$ cat src/rtl/barker_phase_sequencer.sv
// rtl/barker_phase_sequencer.sv - Barker bi-phase chip sequencer feeding a DDS AXI-Stream config channel.
// Optional macro PULSE_COUNTER_EN adds pulse_count_o and pulse_done_o.
module barker_phase_sequencer #(
   parameter int PINC_BITS           = 30,
   parameter int PERIOD_COUNTER_BITS = 15,
   parameter int CHIP_CNT_BITS       = 16,
   parameter int PHASE_OFFSET_180    = 536870911
) (
   input  logic                           aclk,
   input  logic                           aresetn,
   input  logic                           enable_i,
   input  logic [2:0]                     code_sel_i,
   input  logic [CHIP_CNT_BITS-1:0]       chip_cycles_i,
   input  logic [PERIOD_COUNTER_BITS-1:0] period_i,
   input  logic [PINC_BITS-1:0]           pinc_i,
   output logic [63:0]                    m_axis_config_tdata,
   output logic                           m_axis_config_tvalid,
   input  logic                           m_axis_config_tready,
   output logic                           pulse_o,
   output logic [3:0]                     chip_idx_o,
   output logic                           overrun_o,
   output logic                           busy_o
`ifdef PULSE_COUNTER_EN
   ,
   output logic [31:0]                    pulse_count_o,
   output logic                           pulse_done_o
`endif
);

   localparam int PAD = 32 - PINC_BITS;
   localparam logic [PINC_BITS-1:0] OFF_180 = PINC_BITS'(PHASE_OFFSET_180);

   typedef enum logic [1:0] {IDLE, PULSE, GAP} state_t;

   // Codes are stored left-aligned so chip k is always bit 12 after a shift by k.
   function automatic logic [12:0] code_pattern(input logic [2:0] sel);
      case (sel)
         3'd0:    code_pattern = 13'b1000000000000;
         3'd1:    code_pattern = 13'b1100000000000;
         3'd2:    code_pattern = 13'b1101000000000;
         3'd3:    code_pattern = 13'b1110100000000;
         3'd4:    code_pattern = 13'b1110010000000;
         3'd5:    code_pattern = 13'b1110001001000;
         3'd6:    code_pattern = 13'b1111100110101;
         default: code_pattern = 13'b1000000000000;
      endcase
   endfunction

   function automatic logic [3:0] code_length(input logic [2:0] sel);
      case (sel)
         3'd0:    code_length = 4'd2;
         3'd1:    code_length = 4'd3;
         3'd2:    code_length = 4'd4;
         3'd3:    code_length = 4'd5;
         3'd4:    code_length = 4'd7;
         3'd5:    code_length = 4'd11;
         3'd6:    code_length = 4'd13;
         default: code_length = 4'd1;
      endcase
   endfunction

   state_t                         state_q;
   logic [2:0]                     code_q;
   logic [CHIP_CNT_BITS-1:0]       chip_cycles_q;
   logic [PERIOD_COUNTER_BITS-1:0] period_q;
   logic [PINC_BITS-1:0]           pinc_q;
   logic [CHIP_CNT_BITS-1:0]       chip_cnt_q;
   logic [PERIOD_COUNTER_BITS-1:0] period_cnt_q;
   logic [3:0]                     chip_idx_q;
   logic [63:0]                    tdata_q;
   logic                           tvalid_q;
   logic                           overrun_q;
   logic                           pulse_q;

   logic [CHIP_CNT_BITS-1:0] chip_last_cnt;
   logic                     chip_end;
   logic                     last_chip;
   logic                     period_hit;
   logic                     start_pulse;
   logic                     next_chip;
   logic                     issue;
   logic [2:0]               issue_code;
   logic [3:0]               issue_idx;
   logic [PINC_BITS-1:0]     issue_pinc;
   logic [12:0]              issue_pat;
   logic [PINC_BITS-1:0]     issue_off;
   logic [63:0]              issue_word;

   always_comb begin
      chip_last_cnt = (chip_cycles_q == '0) ? '0 : chip_cycles_q - CHIP_CNT_BITS'(1);
      chip_end      = (state_q == PULSE) && (chip_cnt_q == chip_last_cnt);
      last_chip     = (chip_idx_q == code_length(code_q) - 4'd1);
      period_hit    = ({1'b0, period_cnt_q} + (PERIOD_COUNTER_BITS+1)'(1)) >= {1'b0, period_q};
      // A new pulse starts from IDLE, at period end in GAP, or straight after the last chip when the period is already spent.
      start_pulse   = enable_i && ((state_q == IDLE) || ((state_q == GAP) && period_hit) ||
                                   (chip_end && last_chip && period_hit));
      next_chip     = enable_i && chip_end && !last_chip;
      issue         = start_pulse || next_chip;
      issue_code    = start_pulse ? code_sel_i : code_q;
      issue_idx     = start_pulse ? 4'd0 : chip_idx_q + 4'd1;
      issue_pinc    = start_pulse ? pinc_i : pinc_q;
      issue_pat     = code_pattern(issue_code) << issue_idx;
      issue_off     = issue_pat[12] ? '0 : OFF_180;
      issue_word    = {{PAD{1'b0}}, issue_off, {PAD{1'b0}}, issue_pinc};
   end

   always_ff @(posedge aclk) begin
      if (!aresetn) begin
         state_q       <= IDLE;
         code_q        <= '0;
         chip_cycles_q <= '0;
         period_q      <= '0;
         pinc_q        <= '0;
         chip_cnt_q    <= '0;
         period_cnt_q  <= '0;
         chip_idx_q    <= '0;
         tdata_q       <= '0;
         tvalid_q      <= 1'b0;
         overrun_q     <= 1'b0;
         pulse_q       <= 1'b0;
      end else begin
         if (issue) begin
            if (!tvalid_q || m_axis_config_tready) begin
               tdata_q  <= issue_word;
               tvalid_q <= 1'b1;
            end else begin
               overrun_q <= 1'b1;
            end
         end else if (tvalid_q && m_axis_config_tready) begin
            tvalid_q <= 1'b0;
         end

         if (start_pulse) begin
            state_q       <= PULSE;
            code_q        <= code_sel_i;
            chip_cycles_q <= chip_cycles_i;
            period_q      <= period_i;
            pinc_q        <= pinc_i;
            pulse_q       <= 1'b1;
            chip_idx_q    <= '0;
            chip_cnt_q    <= '0;
            period_cnt_q  <= '0;
         end else if (state_q != IDLE) begin
            if (!enable_i) begin
               state_q      <= IDLE;
               pulse_q      <= 1'b0;
               chip_idx_q   <= '0;
               chip_cnt_q   <= '0;
               period_cnt_q <= '0;
            end else begin
               if (period_cnt_q != '1) period_cnt_q <= period_cnt_q + PERIOD_COUNTER_BITS'(1);
               if (state_q == PULSE) begin
                  if (chip_end) begin
                     chip_cnt_q <= '0;
                     if (last_chip) begin
                        state_q    <= GAP;
                        pulse_q    <= 1'b0;
                        chip_idx_q <= '0;
                     end else begin
                        chip_idx_q <= chip_idx_q + 4'd1;
                     end
                  end else begin
                     chip_cnt_q <= chip_cnt_q + CHIP_CNT_BITS'(1);
                  end
               end
            end
         end
      end
   end

   assign m_axis_config_tdata  = tdata_q;
   assign m_axis_config_tvalid = tvalid_q;
   assign pulse_o              = pulse_q;
   assign chip_idx_o           = chip_idx_q;
   assign overrun_o            = overrun_q;
   assign busy_o               = (state_q != IDLE);

`ifdef PULSE_COUNTER_EN
   logic [31:0] pulse_count_q;
   logic        pulse_done_q;

   always_ff @(posedge aclk) begin
      if (!aresetn) begin
         pulse_count_q <= '0;
         pulse_done_q  <= 1'b0;
      end else if (!enable_i && (state_q != IDLE)) begin
         pulse_count_q <= '0;
         pulse_done_q  <= 1'b0;
      end else if (enable_i && chip_end && last_chip) begin
         pulse_count_q <= pulse_count_q + 32'd1;
         pulse_done_q  <= 1'b1;
      end else begin
         pulse_done_q  <= 1'b0;
      end
   end

   assign pulse_count_o = pulse_count_q;
   assign pulse_done_o  = pulse_done_q;
`endif

endmodule

$ cat config.mk
export PLATFORM = sky130hd
export DESIGN_NAME = barker_phase_sequencer
export DESIGN_NICKNAME = d
export VERILOG_FILES = /design/src/rtl/barker_phase_sequencer.sv
export SDC_FILE = /design/constraint.sdc
export NUM_CORES = 1
export LEC_CHECK = 0
export BUFFER_PORTS_ARGS = -buffer_cell sky130_fd_sc_hd__buf_2
export CAP_MARGIN = 10
export CORE_ASPECT_RATIO = 1.4
export CORE_MARGIN = 5
export CORE_UTILIZATION = 57
export DETAILED_ROUTE_END_ITERATION = 8
export PLACE_DENSITY = 0.86
export SLEW_MARGIN = 10
export SYNTH_ARGS = -nofsm -noshare
export SYNTH_HDL_FRONTEND = slang
export SYNTH_SLANG_ARGS = --single-unit
$ cat constraint.sdc
create_clock -name aclk -period 4.3 [get_ports aclk]
set_input_delay 0.43 -clock aclk [delete_from_list [all_inputs] [get_ports aclk]]
set_output_delay 0.43 -clock aclk [all_outputs]
set_load 0.02 [all_outputs]
; ---- Yosys cells after proc, flatten, opt, wreduce, memory -nomap -nowiden
; Index checks and enable logic that the tools add are counted.
[totals]
ff_bits = 164
out_inout_bits = 72
wordCells = 108
in_bits = 68
[classes]
n_eq_ne = 25
shifts = 1
mux = 31
n_reduce_logical = 29
bitwise = 2
order_cmp = 1
add_sub_neg = 6
[ops]
columns = operator, count
row1 = $pmux 12 s6, 1
row2 = $mux 16, 4
row3 = $mux 15, 2
row4 = $mux 30, 1
row5 = $mux 29, 1
row6 = $pmux 4 s7, 1
row7 = $mux 4, 5
row8 = $eq 3x3->1 const B, 6
row9 = $add 15x1->16 const B, 1
row10 = $add 16x1->16 const B, 1
row11 = $eq 16x16->1, 1
row12 = $ge 16x15->1, 1
row13 = $logic_not 16->1, 1
row14 = $sub 16x1->16 const B, 1
row15 = $add 15x1->15 const B, 1
row16 = $ne 15x15->1 const B, 1
row17 = $shl 13x4->13, 1
row18 = $eq 3x2->1 const B, 4
row19 = $mux 1, 11
row20 = $ne 2x1->1 const B, 5
row21 = $reduce_and 2->1, 5
row22 = $ne 3x1->1 const B, 3
row23 = $logic_and 1x1->1, 8
row24 = $mux 2, 4
row25 = 16 further kinds, 25

; ---- Longest topological paths before layout
[depth]
word_depth = 13
mapped_depth = 17
depth_no_buf = 15

; ---- Worst setup path before layout
; No wires, ideal clock.
[synth_timing]
kind = reg2reg
from = reg period_cnt_q[0]
to = reg tdata_q[27] (netlist: m_axis_config_tdata[27])
n_path_buf = 2
required_ns = 4.226
stages_incl_launch_ff = 18
setup_ns = 0.074
arrival_time_ns = 3.863
synth_period_minus_slack_ns = 3.938
setup_slack_ns = 0.362
cell_sequence = dfxtp_1 -> ha_1 -> nand3_1 -> nor3_1 -> and3_1 -> and3_1 -> xor2_1 -> ha_1 -> a211oi_1 -> o21ai_0 -> a2111oi_0 -> a211oi_1 -> o41ai_1 -> nor2_4 -> buf_8 -> buf_6 -> a2bb2oi_2 -> a31oi_1
[synth_via]
elab_chain_cells = 8
word_cells_on_any_way = 10
cone_classes = 1 x add/sub / 1 x order compare / 1 x mux / 7 x reduce/logical
[synth_lines]
columns = item, line
row1 = "start, declared", 68  ; logic [PERIOD_COUNTER_BITS-1:0] period_cnt_q;
row2 = "start signal, assigned", 151  ; if (period_cnt_q != '1) period_cnt_q <= period_cnt_q + PERIOD_COUNTER_BITS'(1);
row3 = $add 15x1->16 *, 93  ; period_hit = ({1'b0, period_cnt_q} + (PERIOD_COUNTER_BITS+1)'(1)) >= {1'b0, period_q};
row4 = $ge 16x15->1 *, 93
row5 = $logic_and 1x1->1, 95  ; start_pulse = enable_i && ((state_q == IDLE) || ((state_q == GAP) && period_hit) ||
row6 = $logic_or 1x1->1, 95
row7 = $logic_or 1x1->1 *, 95
row8 = $logic_and 1x1->1 *, 95
row9 = $logic_or 1x1->1, 98  ; issue = start_pulse || next_chip;
row10 = $reduce_and 2->1 (no line), --
row11 = "end signal, assigned", 124  ; tdata_q <= issue_word;
row12 = "end, declared", 70  ; logic [63:0] tdata_q;
; Every way passes the cells marked *; elsewhere a longest branch is shown, timed or not.
; A chain may end at the register's enable or synchronous reset.

; ---- Worst setup path after layout
[layout_timing]
from = reg period_cnt_q[0]
to = reg tdata_q[23] (netlist: m_axis_config_tdata[23])
; Same word-level chain as after synthesis.

==> reports/qor.yml <==
vdd_drop_max_mv: 0.397
dp.cells: 1146
fin_crit_ps: 3960
die_h_um: 149
hold_path_class: "primary input to flip-flop"
grt_pass1_vias: 6559
synthCells: 909
powerDensity_nw_per_um2: 400
via_per_inst: 5.91
vias: 6978
synthTopCellsByCount: "dfxtp_1 (134), nor2_1 (103), nand3_1 (75)"
drcViolationCount: 0
finClkSkew_ps: 7.31
cts_tree: "done"
ys_seq_area_share_pct: 33.9
async_flop_share_pct: 0
synth.cell_area_um2: 7910
gr-total-overflow: 0
worstSetupPathType: "flip-flop to flip-flop"
antenna_cells: 0
rsz0062_at_grt: "no"
finalCoreUtilization_pct: 64.8
grt_max_degree: 61
htree_levels: 4
cp.required_ps: 4630
synth_ff_type: "dfxtp_1"
grt_pass1_wl_um: 30200
synth_top_cell_area_share_pct: 33.9
cp.arrival_ps: 4290
timing.final.crit_share_pct: 92.1
finalNonFillerCells: 1180
root_buffer: "clkbuf_16"
ys_ff_latch: 134
min_from: "chip_cycles_i[13]"
antenna_found_initial: 1
intPower_w: 0.00253
clk_pin_slew_worst_paths_ps: 60
hold-worst-slack_ps: 246
worst_slew_pin_slew_ps: 1160
p_sw_w: 0.00104
die-width_um: 110
core_region_area_um2: 13800
routed_wl_um: 18700
end_kind: "flip-flop"
drt_iter0_markers: 366
wire_per_inst_um: 15.8
comb_power_share_pct: 20.8
critical_path_buf_inv_count: 2
crit_start: "period_cnt_q[0]"
slowest_delay_ps: 400
die_area_um2: 16400
io_pins: 140
synth_edf_count: 0
slew-limit-headroom_pct: 22.8
r2r-start: "period_cnt_q[0]"
rows: 51
start_util_pct: 57.4
clock_path_buffers: 2
ys_types: 75
outcome: "finished, final reports clean"
setup_viol: 0
finalHoldViolCount: 0
track_usage_pct: 22.7
synth_area_leaders: "dfxtp_1 (34%), mux2i_1 (8.6%), nor2_1 (4.9%)"
cp_slowest_cell: "dfxtp_1"
drive_above_1_share_pct: 23.1
cp_max_fo: 55
nNetsFinal: 1071
synth_most_common_cell: "dfxtp_1"
crit_path_cell_trace: "ha_1, nand3_1, nor3_2, and3_1, and3_1, xor2_1, ha_1, a211oi_1, o21ai_0, a2111oi_1, a211oi_1, o41ai_2, buf_4, nor2_4, buf_12, a2bb2oi_2, a31oi_1"
clockPowerShare_pct: 40.1
yosysTopAreaCell: "dfxtp_1"
port-buffer-count: 134
avgSynthCellArea_um2: 8.70
antenna_left: 0
cap_violations: 0
power.share.sequential_pct: 39.2
critPathLaunchType: "flip-flop"
clock.fmax_ghz: 0.252
gp_congestion: 0.907
first_pass_iters: 5
numCtsBuffers: 17
cpLargestDelayFamily: "compound AO/OA/AOI/OAI gates"
cts_num_sinks: 134
place_hpwl_um: 12800
yosysWarnings: 0
power_leakage_nw: 3.70
fillers: 1143
insertion_delay_ps: 420
maxSlewViolCount: 0
switching_share_pct: 29.2
areaGrowthSynthToFinish_pct: 12.9
==> path summary, 6_finish.rpt <==
path                                                 to  slack, ps  cells after the start
worst max-delay path            m_axis_config_tdata[23]        340                     17
worst min-delay path                  chip_cycles_q[13]        250                      3
worst min register to register                overrun_o        460                      2
worst max register to register  m_axis_config_tdata[23]        340                     17
==> tightest hold or removal path, stage by stage <==
cell and delay, ps:
buf_2 70, mux2i_1 50, nor2_1 70
==> power groups by stage <==
stage	Sequential (W)	Combinational (W)	Clock (W)
6_report	0.00140	0.000742	0.00143
3_3_place_gp	0.00142	0.000712	0
2_1_floorplan	0.00143	0.000581	0
4_1_cts	0.00140	0.000732	0.00146
3_5_place_dp	0.00142	0.000727	0
5_1_grt	0.00141	0.000812	0.00151
==> flip-flops by register name (all words and copies together), names as in the netlist <==
name and count:
m_axis_config_tdata 31, pinc_q 30, chip_cnt_q 16, chip_cycles_q 16
period_cnt_q 15, period_q 15, chip_idx_o 4, code_q 3
state_q 2, m_axis_config_tvalid 1, overrun_o 1
==> per-stage QoR <==
step           setup TNS, ps  total power (W)  cell area (µm²)  setup WS (ps)
2_1_floorplan              0          0.00201             7920            362
3_3_place_gp               0          0.00213             8290            145
3_5_place_dp           -1.46          0.00215             8290          -1.46
4_1_cts                    0          0.00359             8880            170
5_1_grt                    0          0.00373             8920           25.3
6_report                   0          0.00357             8920            339
==> routing by layer <==
metal	vias to the layer above	wire length, µm	GRT usage, %
li1	3394	-	-
met1	3299	7520	26.3
met2	230	9420	38.8
met3	53	1150	5.98
met4	2	584	10.0
met5	-	7	0
==> cell usage in the layout, fill, tap and decap left out, drive strengths merged, types with 11 or more instances in the layout <==
| master | netlist | routed |
|---|---|---|
| buf | 68 | 150 |
| dfxtp | 134 | 134 |
| nor2 | 105 | 105 |
| nand3 | 75 | 75 |
| mux2i | 68 | 68 |
| o21ai | 49 | 50 |
| a21oi | 37 | 37 |
| a31oi | 36 | 36 |
| inv | 29 | 31 |
| xor2 | 30 | 30 |
| a2bb2oi | 30 | 30 |
| nand2 | 29 | 29 |
| nor3 | 28 | 28 |
| clkbuf | 32 | 21 |
| ha | 20 | 20 |
| xnor2 | 14 | 14 |
| nor4 | 12 | 12 |
| and3 | 11 | 11 |
==> layout make-up <==
cell class | count | area, µm² | share of cell area, %
Clock buffer | 21 | 460 | 5.16
Sequential cell | 134 | 2680 | 30.1
Tap cell | 185 | 231 | 2.59
Clock inverter | 10 | 123 | 1.37
Inverter | 29 | 109 | 1.22
Timing Repair Buffer | 150 | 820 | 9.18
Multi-Input combinational cell | 651 | 4500 | 50.4
==> cell families (layout without fill, tap and decap cells) <==
| kind of cell | after synthesis | after routing | share of synthesized area, % |
|---|---|---|---|
| XOR/XNOR | 44 | 44 | 4.87 |
| AO/OA/AOI/OAI | 193 | 194 | 17.9 |
| AND/OR/NAND/NOR | 317 | 317 | 21.0 |
| flip-flops | 134 | 134 | 33.9 |
| adder cells (fa/ha/maj) | 21 | 21 | 3.29 |
| other | 1 | 5 | 0.0474 |
| multiplexers | 70 | 70 | 9.03 |
| buffers and inverters | 129 | 210 | 9.94 |
==> timing repair <==
item / in CTS / in global routing
setup buffers: 0 / 2
pin swaps: 0 / 2
hold endpoints to repair: 0 / 0
gates cloned: 0 / 1
hold buffers: 0 / 0
gates resized for setup: 1 / 5
endpoints found under the setup margin: 16 / 87
Note: power is estimated with default switching activity, not from simulation.
